[src/rtl/rv_decode_pkg.sv]
// rv_decode_pkg: opcodes, ALU codes, immediate selectors and decoded control word for the decode stage
package rv_decode_pkg;
  localparam logic [6:0] OP_R     = 7'b0110011;
  localparam logic [6:0] OP_I     = 7'b0010011;
  localparam logic [6:0] OP_LOAD  = 7'b0000011;
  localparam logic [6:0] OP_STORE = 7'b0100011;
  localparam logic [6:0] OP_LUI   = 7'b0110111;
  typedef enum logic [3:0] {
    ALU_ADD = 4'd0, ALU_SUB = 4'd1, ALU_SLL = 4'd2, ALU_SLT = 4'd3, ALU_SLTU = 4'd4, ALU_XOR = 4'd5,
    ALU_SRL = 4'd6, ALU_SRA = 4'd7, ALU_OR = 4'd8, ALU_AND = 4'd9, ALU_PASSB = 4'd10
  } alu_ctrl_e;
  typedef enum logic [1:0] {IMM_I, IMM_S, IMM_U} imm_sel_e;
  typedef struct packed {
    alu_ctrl_e alu;
    logic      use_imm;
    logic      uses_rs2;
    logic      reg_write;
    logic      mem_read;
    logic      mem_write;
    logic      illegal;
    logic      zero_a;
  } ctrl_t;
  // alt selects SUB for funct3 000 and SRA for funct3 101
  function automatic alu_ctrl_e alu_op(input logic [2:0] f3, input logic alt);
    case (f3)
      3'b000:  return alt ? ALU_SUB : ALU_ADD;
      3'b001:  return ALU_SLL;
      3'b010:  return ALU_SLT;
      3'b011:  return ALU_SLTU;
      3'b100:  return ALU_XOR;
      3'b101:  return alt ? ALU_SRA : ALU_SRL;
      3'b110:  return ALU_OR;
      default: return ALU_AND;
    endcase
  endfunction
endpackage

[src/rtl/decode_ctrl.sv]
// decode_ctrl: combinational opcode/funct decode into a control word plus sign-extended immediate
//   instr_i  instruction word
//   ctrl_o   decoded control word
//   imm_o    I/S/U immediate, sign-extended to W
module decode_ctrl
  import rv_decode_pkg::*;
#(
  parameter int W = 32
) (
  input  logic [31:0]  instr_i,
  output ctrl_t        ctrl_o,
  output logic [W-1:0] imm_o
);
  imm_sel_e          sel;
  logic signed [31:0] imm32;
  always_comb begin
    ctrl_o = '{alu: ALU_ADD, default: 1'b0};
    sel = IMM_I;
    case (instr_i[6:0])
      OP_R: begin
        ctrl_o.alu = alu_op(instr_i[14:12], instr_i[30]);
        ctrl_o.uses_rs2 = 1'b1;
        ctrl_o.reg_write = 1'b1;
      end
      OP_I: begin
        // bit30 is immediate data except for the right-shift pair
        ctrl_o.alu = alu_op(instr_i[14:12], instr_i[30] & (instr_i[14:12] == 3'b101));
        ctrl_o.use_imm = 1'b1;
        ctrl_o.reg_write = 1'b1;
      end
      OP_LOAD: begin
        ctrl_o.use_imm = 1'b1;
        ctrl_o.reg_write = 1'b1;
        ctrl_o.mem_read = 1'b1;
      end
      OP_STORE: begin
        sel = IMM_S;
        ctrl_o.use_imm = 1'b1;
        ctrl_o.uses_rs2 = 1'b1;
        ctrl_o.mem_write = 1'b1;
      end
      OP_LUI: begin
        sel = IMM_U;
        ctrl_o.alu = ALU_PASSB;
        ctrl_o.use_imm = 1'b1;
        ctrl_o.reg_write = 1'b1;
        ctrl_o.zero_a = 1'b1;
      end
      default: ctrl_o.illegal = 1'b1;
    endcase
    imm32 = sel == IMM_S ? {{20{instr_i[31]}}, instr_i[31:25], instr_i[11:7]} :
            sel == IMM_U ? {instr_i[31:12], 12'b0} : {{20{instr_i[31]}}, instr_i[31:20]};
    imm_o = W'(imm32);
  end
endmodule

[src/rtl/register_file.sv]
// register_file: N x W register file, async-clear, two combinational read ports, x0 never written
//   we_i/waddr_i/wdata_i  write port (ignored for address 0)
//   raddrN_i/rdataN_o     read ports, no internal forwarding
module register_file #(
  parameter int W = 32,
  parameter int N = 32,
  localparam int AW = $clog2(N)
) (
  input  logic          clk,
  input  logic          rst,
  input  logic          we_i,
  input  logic [AW-1:0] waddr_i,
  input  logic [W-1:0]  wdata_i,
  input  logic [AW-1:0] raddr1_i,
  input  logic [AW-1:0] raddr2_i,
  output logic [W-1:0]  rdata1_o,
  output logic [W-1:0]  rdata2_o
);
  logic [W-1:0] mem_q [N];
  always_ff @(posedge clk or negedge rst)
    if (!rst) for (int k = 0; k < N; k++) mem_q[k] <= '0;
    else if (we_i && waddr_i != '0) mem_q[waddr_i] <= wdata_i;
  assign rdata1_o = mem_q[raddr1_i];
  assign rdata2_o = mem_q[raddr2_i];
endmodule

[src/rtl/decode_stage_pipe.sv]
// decode_stage_pipe: handshaked RV32I decode stage with bypassed register read and ID/EX register
//   in_valid/in_ready/instruction/pc_in   upstream beat from fetch
//   flush                                 drop ID/EX contents and the current input beat
//   wb_en/wb_rd/wb_data                   register write-back (optionally forwarded to reads)
//   out_valid/out_ready + *_out           ID/EX op towards execute, held while stalled downstream
module decode_stage_pipe
  import rv_decode_pkg::*;
#(
  parameter int DATA_WIDTH  = 32,
  parameter int INSTRUCTION = 32,
  parameter int ALU_CONTROL = 4,
  parameter int REG_COUNT   = 32,
  parameter int WB_BYPASS   = 1,
  localparam int RA_W = $clog2(REG_COUNT)
) (
  input  logic                   clk,
  input  logic                   rst,
  input  logic                   in_valid,
  output logic                   in_ready,
  input  logic [INSTRUCTION-1:0] instruction,
  input  logic [DATA_WIDTH-1:0]  pc_in,
  input  logic                   flush,
  input  logic                   wb_en,
  input  logic [RA_W-1:0]        wb_rd,
  input  logic [DATA_WIDTH-1:0]  wb_data,
  output logic                   out_valid,
  input  logic                   out_ready,
  output logic [ALU_CONTROL-1:0] alu_control,
  output logic [DATA_WIDTH-1:0]  opa_out,
  output logic [DATA_WIDTH-1:0]  opb_out,
  output logic [DATA_WIDTH-1:0]  rs2_data_out,
  output logic [RA_W-1:0]        rd_out,
  output logic                   reg_write_out,
  output logic                   mem_read_out,
  output logic                   mem_write_out,
  output logic                   illegal_out,
  output logic [DATA_WIDTH-1:0]  pc_out
);
  typedef struct packed {
    logic [ALU_CONTROL-1:0] alu;
    logic [DATA_WIDTH-1:0]  opa;
    logic [DATA_WIDTH-1:0]  opb;
    logic [DATA_WIDTH-1:0]  rs2d;
    logic [DATA_WIDTH-1:0]  pc;
    logic [RA_W-1:0]        rd;
    logic                   rw;
    logic                   mr;
    logic                   mw;
    logic                   ill;
  } idex_t;
  ctrl_t                 ctrl;
  logic [DATA_WIDTH-1:0] imm, rf1, rf2, rs1_v, rs2_v;
  logic [RA_W-1:0]       rs1, rs2, rd;
  logic                  stall, accept, out_valid_q, out_valid_d;
  idex_t                 idex_q, idex_d;
  assign rs1 = instruction[15 +: RA_W];
  assign rs2 = instruction[20 +: RA_W];
  assign rd  = instruction[7 +: RA_W];
  decode_ctrl #(.W(DATA_WIDTH)) u_dec (
    .instr_i (instruction[31:0]),
    .ctrl_o  (ctrl),
    .imm_o   (imm)
  );
  register_file #(.W(DATA_WIDTH), .N(REG_COUNT)) u_rf (
    .clk      (clk),
    .rst      (rst),
    .we_i     (wb_en),
    .waddr_i  (wb_rd),
    .wdata_i  (wb_data),
    .raddr1_i (rs1),
    .raddr2_i (rs2),
    .rdata1_o (rf1),
    .rdata2_o (rf2)
  );
  always_comb begin
    // x0 check first so a write-back aimed at x0 is never forwarded
    rs1_v = rs1 == '0 ? '0 : (WB_BYPASS != 0 && wb_en && wb_rd == rs1) ? wb_data : rf1;
    rs2_v = rs2 == '0 ? '0 : (WB_BYPASS != 0 && wb_en && wb_rd == rs2) ? wb_data : rf2;
    stall = out_valid_q & idex_q.mr & (idex_q.rd != '0) &
            ((idex_q.rd == rs1) | ((idex_q.rd == rs2) & ctrl.uses_rs2));
    // flush always swallows the input beat, even under stall or backpressure
    in_ready = flush | ((!out_valid_q | out_ready) & !stall);
    accept = in_valid & in_ready & !flush;
    out_valid_d = !flush & (accept | (out_valid_q & !out_ready));
    idex_d = accept ? idex_t'{
      alu:  ALU_CONTROL'(ctrl.alu),
      opa:  ctrl.zero_a ? '0 : rs1_v,
      opb:  ctrl.use_imm ? imm : rs2_v,
      rs2d: rs2_v,
      pc:   pc_in,
      rd:   rd,
      rw:   ctrl.reg_write & (rd != '0),
      mr:   ctrl.mem_read,
      mw:   ctrl.mem_write,
      ill:  ctrl.illegal
    } : idex_q;
  end
  always_ff @(posedge clk or negedge rst)
    if (!rst) begin
      out_valid_q <= 1'b0;
      idex_q <= '0;
    end else begin
      out_valid_q <= out_valid_d;
      idex_q <= idex_d;
    end
  assign out_valid     = out_valid_q;
  assign alu_control   = idex_q.alu;
  assign opa_out       = idex_q.opa;
  assign opb_out       = idex_q.opb;
  assign rs2_data_out  = idex_q.rs2d;
  assign rd_out        = idex_q.rd;
  assign reg_write_out = idex_q.rw;
  assign mem_read_out  = idex_q.mr;
  assign mem_write_out = idex_q.mw;
  assign illegal_out   = idex_q.ill;
  assign pc_out        = idex_q.pc;
endmodule
[config.mk]
export PLATFORM = sky130hd
export DESIGN_NAME = decode_stage_pipe
export DESIGN_NICKNAME = d
export VERILOG_FILES = /design/src/rtl/rv_decode_pkg.sv /design/src/rtl/decode_ctrl.sv /design/src/rtl/register_file.sv /design/src/rtl/decode_stage_pipe.sv
export SDC_FILE = /design/constraint.sdc
export NUM_CORES = 2
export LEC_CHECK = 0
export CORE_MARGIN = 5
export CORE_UTILIZATION = 55
export DETAILED_ROUTE_END_ITERATION = 6
export GPL_ROUTABILITY_DRIVEN = 1
export HOLD_SLACK_MARGIN = 0.03
export PLACE_DENSITY = 0.73
export SLEW_MARGIN = 0
export SYNTH_ARGS = -nofsm -noshare
export SYNTH_HDL_FRONTEND = slang
export SYNTH_HIERARCHICAL = 1
export SYNTH_SLANG_ARGS = --single-unit
[constraint.sdc]
create_clock -name clk -period 3 [get_ports clk]
set_clock_uncertainty 0.15 [all_clocks]
set_input_delay 0.6 -clock clk [delete_from_list [all_inputs] [get_ports clk]]
set_output_delay 0.6 -clock clk [all_outputs]
set_load 0.03 [all_outputs]
== Yosys cells after proc, flatten, opt, wreduce, memory -nomap -nowiden ==
Index checks and enable logic that the tools add are counted.
Operators by class
  multiplexer cells: 32
  reductions and logical operators: 18
  $lt $le $gt $ge: 4
  equality and inequality tests: 17
  bitwise operators: 18
Operators by type and width (count)
  $bwmux 1024: 1
  $mux 32: 11
  $bmux 32 s5: 2
  $demux 32 s5: 1
  $mux 31: 2
  $pmux 4 s7: 2
  $eq 7x6->1 const B: 3
  $eq 5x5->1: 4
  $ge 6x6->1 const B: 3
  $not 5->6: 3
  $reduce_bool 5->1: 3
  $pmux 4 s3: 1
  $and 1x1->1: 11
  $mux 1: 11
  $logic_not 5->1: 2
  $eq 3x3->1 const B: 3
  $reduce_or 4->1: 2
  $eq 7x2->1 const B: 1
  $eq 7x5->1 const B: 1
  $eq 3x2->1 const B: 2
  $lt 6x1->1 const B: 1
  $reduce_or 5->1: 1
  $logic_and 1x1->1: 4
  $logic_not 1->1: 4
  7 further kinds: 10
Word-level totals
  word-level logic and storage cells: 132
  register bits: 1166

== Logic depth before layout (Yosys ltp) ==
  depth in word-level cells: 13
  mapped depth: 11

== Cells and area by module ==
The synthesis kept the hierarchy.
By module, submodules not included
  register_file: instances 1, cells each 4601, sequential area each 25624.6 um^2, area an instance 55942.4 um^2
  decode_stage_pipe: instances 1, cells each 757, sequential area each 3553.4 um^2, area an instance 7721.2 um^2
  decode_ctrl: instances 1, cells each 79, sequential area each 0.0 um^2, area an instance 590.6 um^2

== Worst setup path after synthesis ==
Ideal clock, no wire load.
  path type: input -> register
  start: input instruction[3]
  end: register idex_q, in the netlist opb_out[0]
  slack: 448 ps
  stages on the path: 11
  arrival time: 2274 ps
  required time: 2723 ps
  library setup time: 127 ps
  cell sequence: and4bb_2 -> buf_4 -> o21ai_0 -> a21oi_1 -> clkbuf_1 -> o21ba_2 -> buf_2 -> buf_2 -> o211ai_1 -> nand3_1 -> mux2_1
RTL lines
  from (decl): RTL line decode_stage_pipe.sv:20  | input logic [INSTRUCTION-1:0] instruction,
  to (signal assigned): RTL line decode_stage_pipe.sv:104  | idex_q <= idex_d;
  to (decl): RTL line decode_stage_pipe.sv:55  | idex_t idex_q, idex_d;

== Worst setup path in the final report ==
  start: register idex_q, in the netlist rd_out[1]
  end: output in_ready
On the way
  longest elaborated chain between the ends: 7
RTL lines
  $eq 5x5->1: RTL line decode_stage_pipe.sv:80  | ((idex_q.rd == rs1) | ((idex_q.rd == rs2) & ctrl.uses_rs2));
  $and 1x1->1: RTL line decode_stage_pipe.sv:80
  $or 1x1->1: RTL line decode_stage_pipe.sv:80
  $and 1x1->1 (*): RTL line decode_stage_pipe.sv:79  | stall = out_valid_q & idex_q.mr & (idex_q.rd != '0) &
  $logic_not 1->1 (*): RTL line decode_stage_pipe.sv:82  | in_ready = flush | ((!out_valid_q | out_ready) & !stall);
  $and 1x1->1 (*): RTL line decode_stage_pipe.sv:82
  $or 1x1->1 (*): RTL line decode_stage_pipe.sv:82
  to (decl): RTL line decode_stage_pipe.sv:19  | output logic in_ready,
Every way passes the cells marked *; elsewhere a longest branch is shown, timed or not.

==> metrics.cfg <==
[die]
die-height_microns = 352
total_die_area_sq_mm = 0.124
rows = 125
core_region_area_sq_mm = 0.116
effective_utilization_at_floorplan_pct = 55.4
fp.dieW_microns = 352
io-pin-count = 250

[clock_network]
htree_num_levels = 4
clock_sinks = 1166
cts_inserted_buffers = 131
clock_tree.buffer_depth = 3
insertion_delay_to_the_later_sink_of_the_worst_skew_pair_ps = 750
tritoncts = built
post_cts_clock_slew_at_the_launch_and_capture_registers_of_the_worst_setup_and_hold_paths_ps = 60
clock-root-buffer = clkbuf_16

[logic_synthesis]
yosys.area.top_type = dfrtp_1
asyncSetResetFlopFracSynth_pct = 100
ys.warnings.count = 6
sequential_to_total_area_share_from_yosys_stat_pct = 45.4
synthFlopType = dfrtp_1
synth.top_cells.by_area = dfrtp_1 (45%), mux2_2 (18%), mux2i_1 (16%)
synth_cell_types = 54
postSynthAreaPerCell_sq_um = 11.8
ys_ff_latch = 1166
synth_largest_type_area_fraction_pct = 45.4
post_synth_instance_area_sq_mm = 0.0643
syn-instance-count = 5437
synthesis.nets = 5544
post_synth_edffs = 0

[worst_setup_path]
worst_setup_ep_type = output port
critical_path_peak_fanout = 3
critical-path-slowest-cell = or4_4
crit_path_start = rd_out[1]$_DFFE_PN0P_
timing.reg2reg.setup_slack_ps = 430
crit_buf_inv = 1
cp_launch_type = flop
cp.arrival_ps = 2320
path_class = flop to output port
worstRegToRegCells = 8
cells_along_the_critical_path = or4_4, o21ai_4, nand2b_1, a21o_1, buf_6
timing.critical_path.max_delay_family = simple AND/OR/NAND/NOR gates
r2r-end = opa_out[23]$_DFFE_PN0P_
worst_r2r_startpoint = rd_out[1]$_DFFE_PN0P_
critical-path-max-stage-delay_ps = 550
worst-endpoint-required_ps = 2250

[power_and_ir_drop]
power.density_cell_area_mw_per_mm2 = 634
p_leak_nw = 36.3
power.ir.vdd_worst_mv = 0.581

[drt]
post-route-drc-count = 4
vias = 50001
routed_via_density = 6.64
detail_route.wl_per_cell_microns = 29.8
routed_wl_mm = 224
drt_iter0_markers = 5088
final_antenna_net_count = 0
firstDrtPassIters = 7

[timing]
fin_ws_ps = -72.7
number_of_hold_violations_in_the_final_report = 0
worst_slew_margin_rel_pct = 40.7
achievable-frequency_ghz = 0.325
final-setup-viol-count = 1
fin_crit_sh_pct = 102
actual_transition_at_the_worst_max_transition_pin_ps = 887
slew_viol_final = 0
rsz0062_at_grt = true
final.min_clock_period_ps = 3070

[global_route]
largest_net_degree_at_the_start_of_global_routing = 91
first_pass_grt_wire_length_mm = 331
grt_overflow = 0
antenna_found_initial = 9
number_of_global_route_vias_before_repair = 50509
gr-usage-all-layers_pct = 35.7

[placement]
preCtsSetupSlack_ps = -884
io_buffers = 249
routabilityCongestion = 0.917
hpwlAfterDp_mm = 147

[layout]
drive_gt1_share_pct = 32.5
nets = 6006
layout.cells.most_common_list = dfrtp_1 (1166), mux2i_1 (1057), mux2_2 (1040), buf_4 (430), nand3_1 (261)
area_growth_pct = 20.8
layout.area.seq_sq_mm = 0.0292
num-fill-cells = 8436
utilization_pct = 66.9
multi_input_comb_area_sq_mm = 0.0322
layout.cells.most_common = dfrtp_1

[min_path]
hold-path-endpoint = u_rf/mem_q[999]$_DFFE_PN0P_
min_delay_path_depth = 0
worst_hold_path_class = flop to flop
hold_path_startpoint = u_rf/mem_q[999]$_DFFE_PN0P_

[outcome]
run_status = finished with violations
failing_checks = DRC, setup timing

[job]
max_cap_violations = 0

==> registers in the layout, indices dropped and copies added (netlist names) <==
register	flops
mem_write_out	1
alu_control	4
opa_out	32
opb_out	32
rs2_data_out	32
out_valid	1
mem_read_out	1
u_rf/mem_q	1024
reg_write_out	1
pc_out	32
rd_out	5
illegal_out	1
==> stage by stage <==
| step | setup TNS [ps] | power [W] | cells | instance area [sq um] | hold WS (ps) |
|---|---|---|---|---|---|
| finish | -72.7 | 0.0492 | 7525 | 77600 | 246 |
| detailed placement | -53340 | 0.0327 | 7289 | 73200 | 238 |
| CTS | -62.5 | 0.0492 | 7520 | 77600 | 250 |
| global route | -127 | 0.0512 | 7520 | 77600 | 259 |
| floorplan | 0 | 0.0280 | 5437 | 64300 | 154 |
| global placement | -52660 | 0.0321 | 7289 | 73200 | 234 |
==> where the power goes <==
group | internal, W | switching [W]
clock | 0.00990 | 0.00658
sequential | 0.0188 | 0.00235
combinational | 0.00582 | 0.00577
total | 0.0345 | 0.0147
==> Yosys cell counts, types with 31 or more instances <==
cell type / instances
nand2_1: 252
nand3_1: 261
mux2_1: 61
and3_1: 33
dfrtp_1: 1166
a21boi_0: 32
buf_1: 31
mux2_2: 1040
nor3_1: 67
buf_4: 69
buf_2: 125
mux2i_1: 1057
clkbuf_1: 270
o21ai_0: 60
nand4_1: 34
a31oi_1: 64
a21oi_1: 229
inv_1: 36
o211ai_1: 33
a22oi_1: 192
buf_6: 58
a22o_1: 128
==> logic make-up after synthesis <==
logic type / count (synthesis) / synth area share [%]
flip-flops: 1166 / 45.4
AO/OA/AOI/OAI: 785 / 8.17
AND/OR/NAND/NOR: 719 / 5.62
buffers and inverters: 589 / 4.76
XOR/XNOR: 20 / 0.273
multiplexers: 2158 / 35.8
==> repair_timing <==
| action | CTS | global route |
|---|---|---|
| hold buffers | 1 | 0 |
| setup endpoints to repair | 1 | 1 |
| cloned | 0 | 0 |
| endpoints found under the hold margin | 28 | 0 |
| pin swaps | 5 | 1 |
| gates resized for setup | 17 | 3 |
| setup buffers | 1 | 0 |
==> layer usage <==
| layer | global-route usage (%) | part of all wire [%] | wire length, microns |
|---|---|---|---|
| met1 | 46.1 | 38 | 85900 |
| met2 | 54.2 | 44 | 99400 |
| met4 | 22.3 | 7.4 | 16600 |
| met5 | 0 | 0.016 | 37 |
| met3 | 9.17 | 10 | 22400 |
==> area by class of cell <==
type | count | area share (%)
repair buffers | 882 | 12.6
inverters | 36 | 0.174
clock inverters | 33 | 0.609
multi-input cells | 3682 | 41.5
diodes | 5 | 0.0161
clock buffers | 197 | 5.03
well taps | 1524 | 2.46
flip-flops and latches | 1166 | 37.6
==> worst max path at each step <==
stage                             end  slack [ps]  cells after the start
2_1_floorplan  opb_out[0]$_DFFE_PN0P_         450                     11
3_3_place_gp                 in_ready        -940                     11
3_5_place_dp                 in_ready        -880                     11
4_1_cts                      in_ready         -60                      5
5_1_grt                      in_ready        -130                      5
6_report                     in_ready         -70                      5
Note: power is estimated with default switching activity, not from simulation.
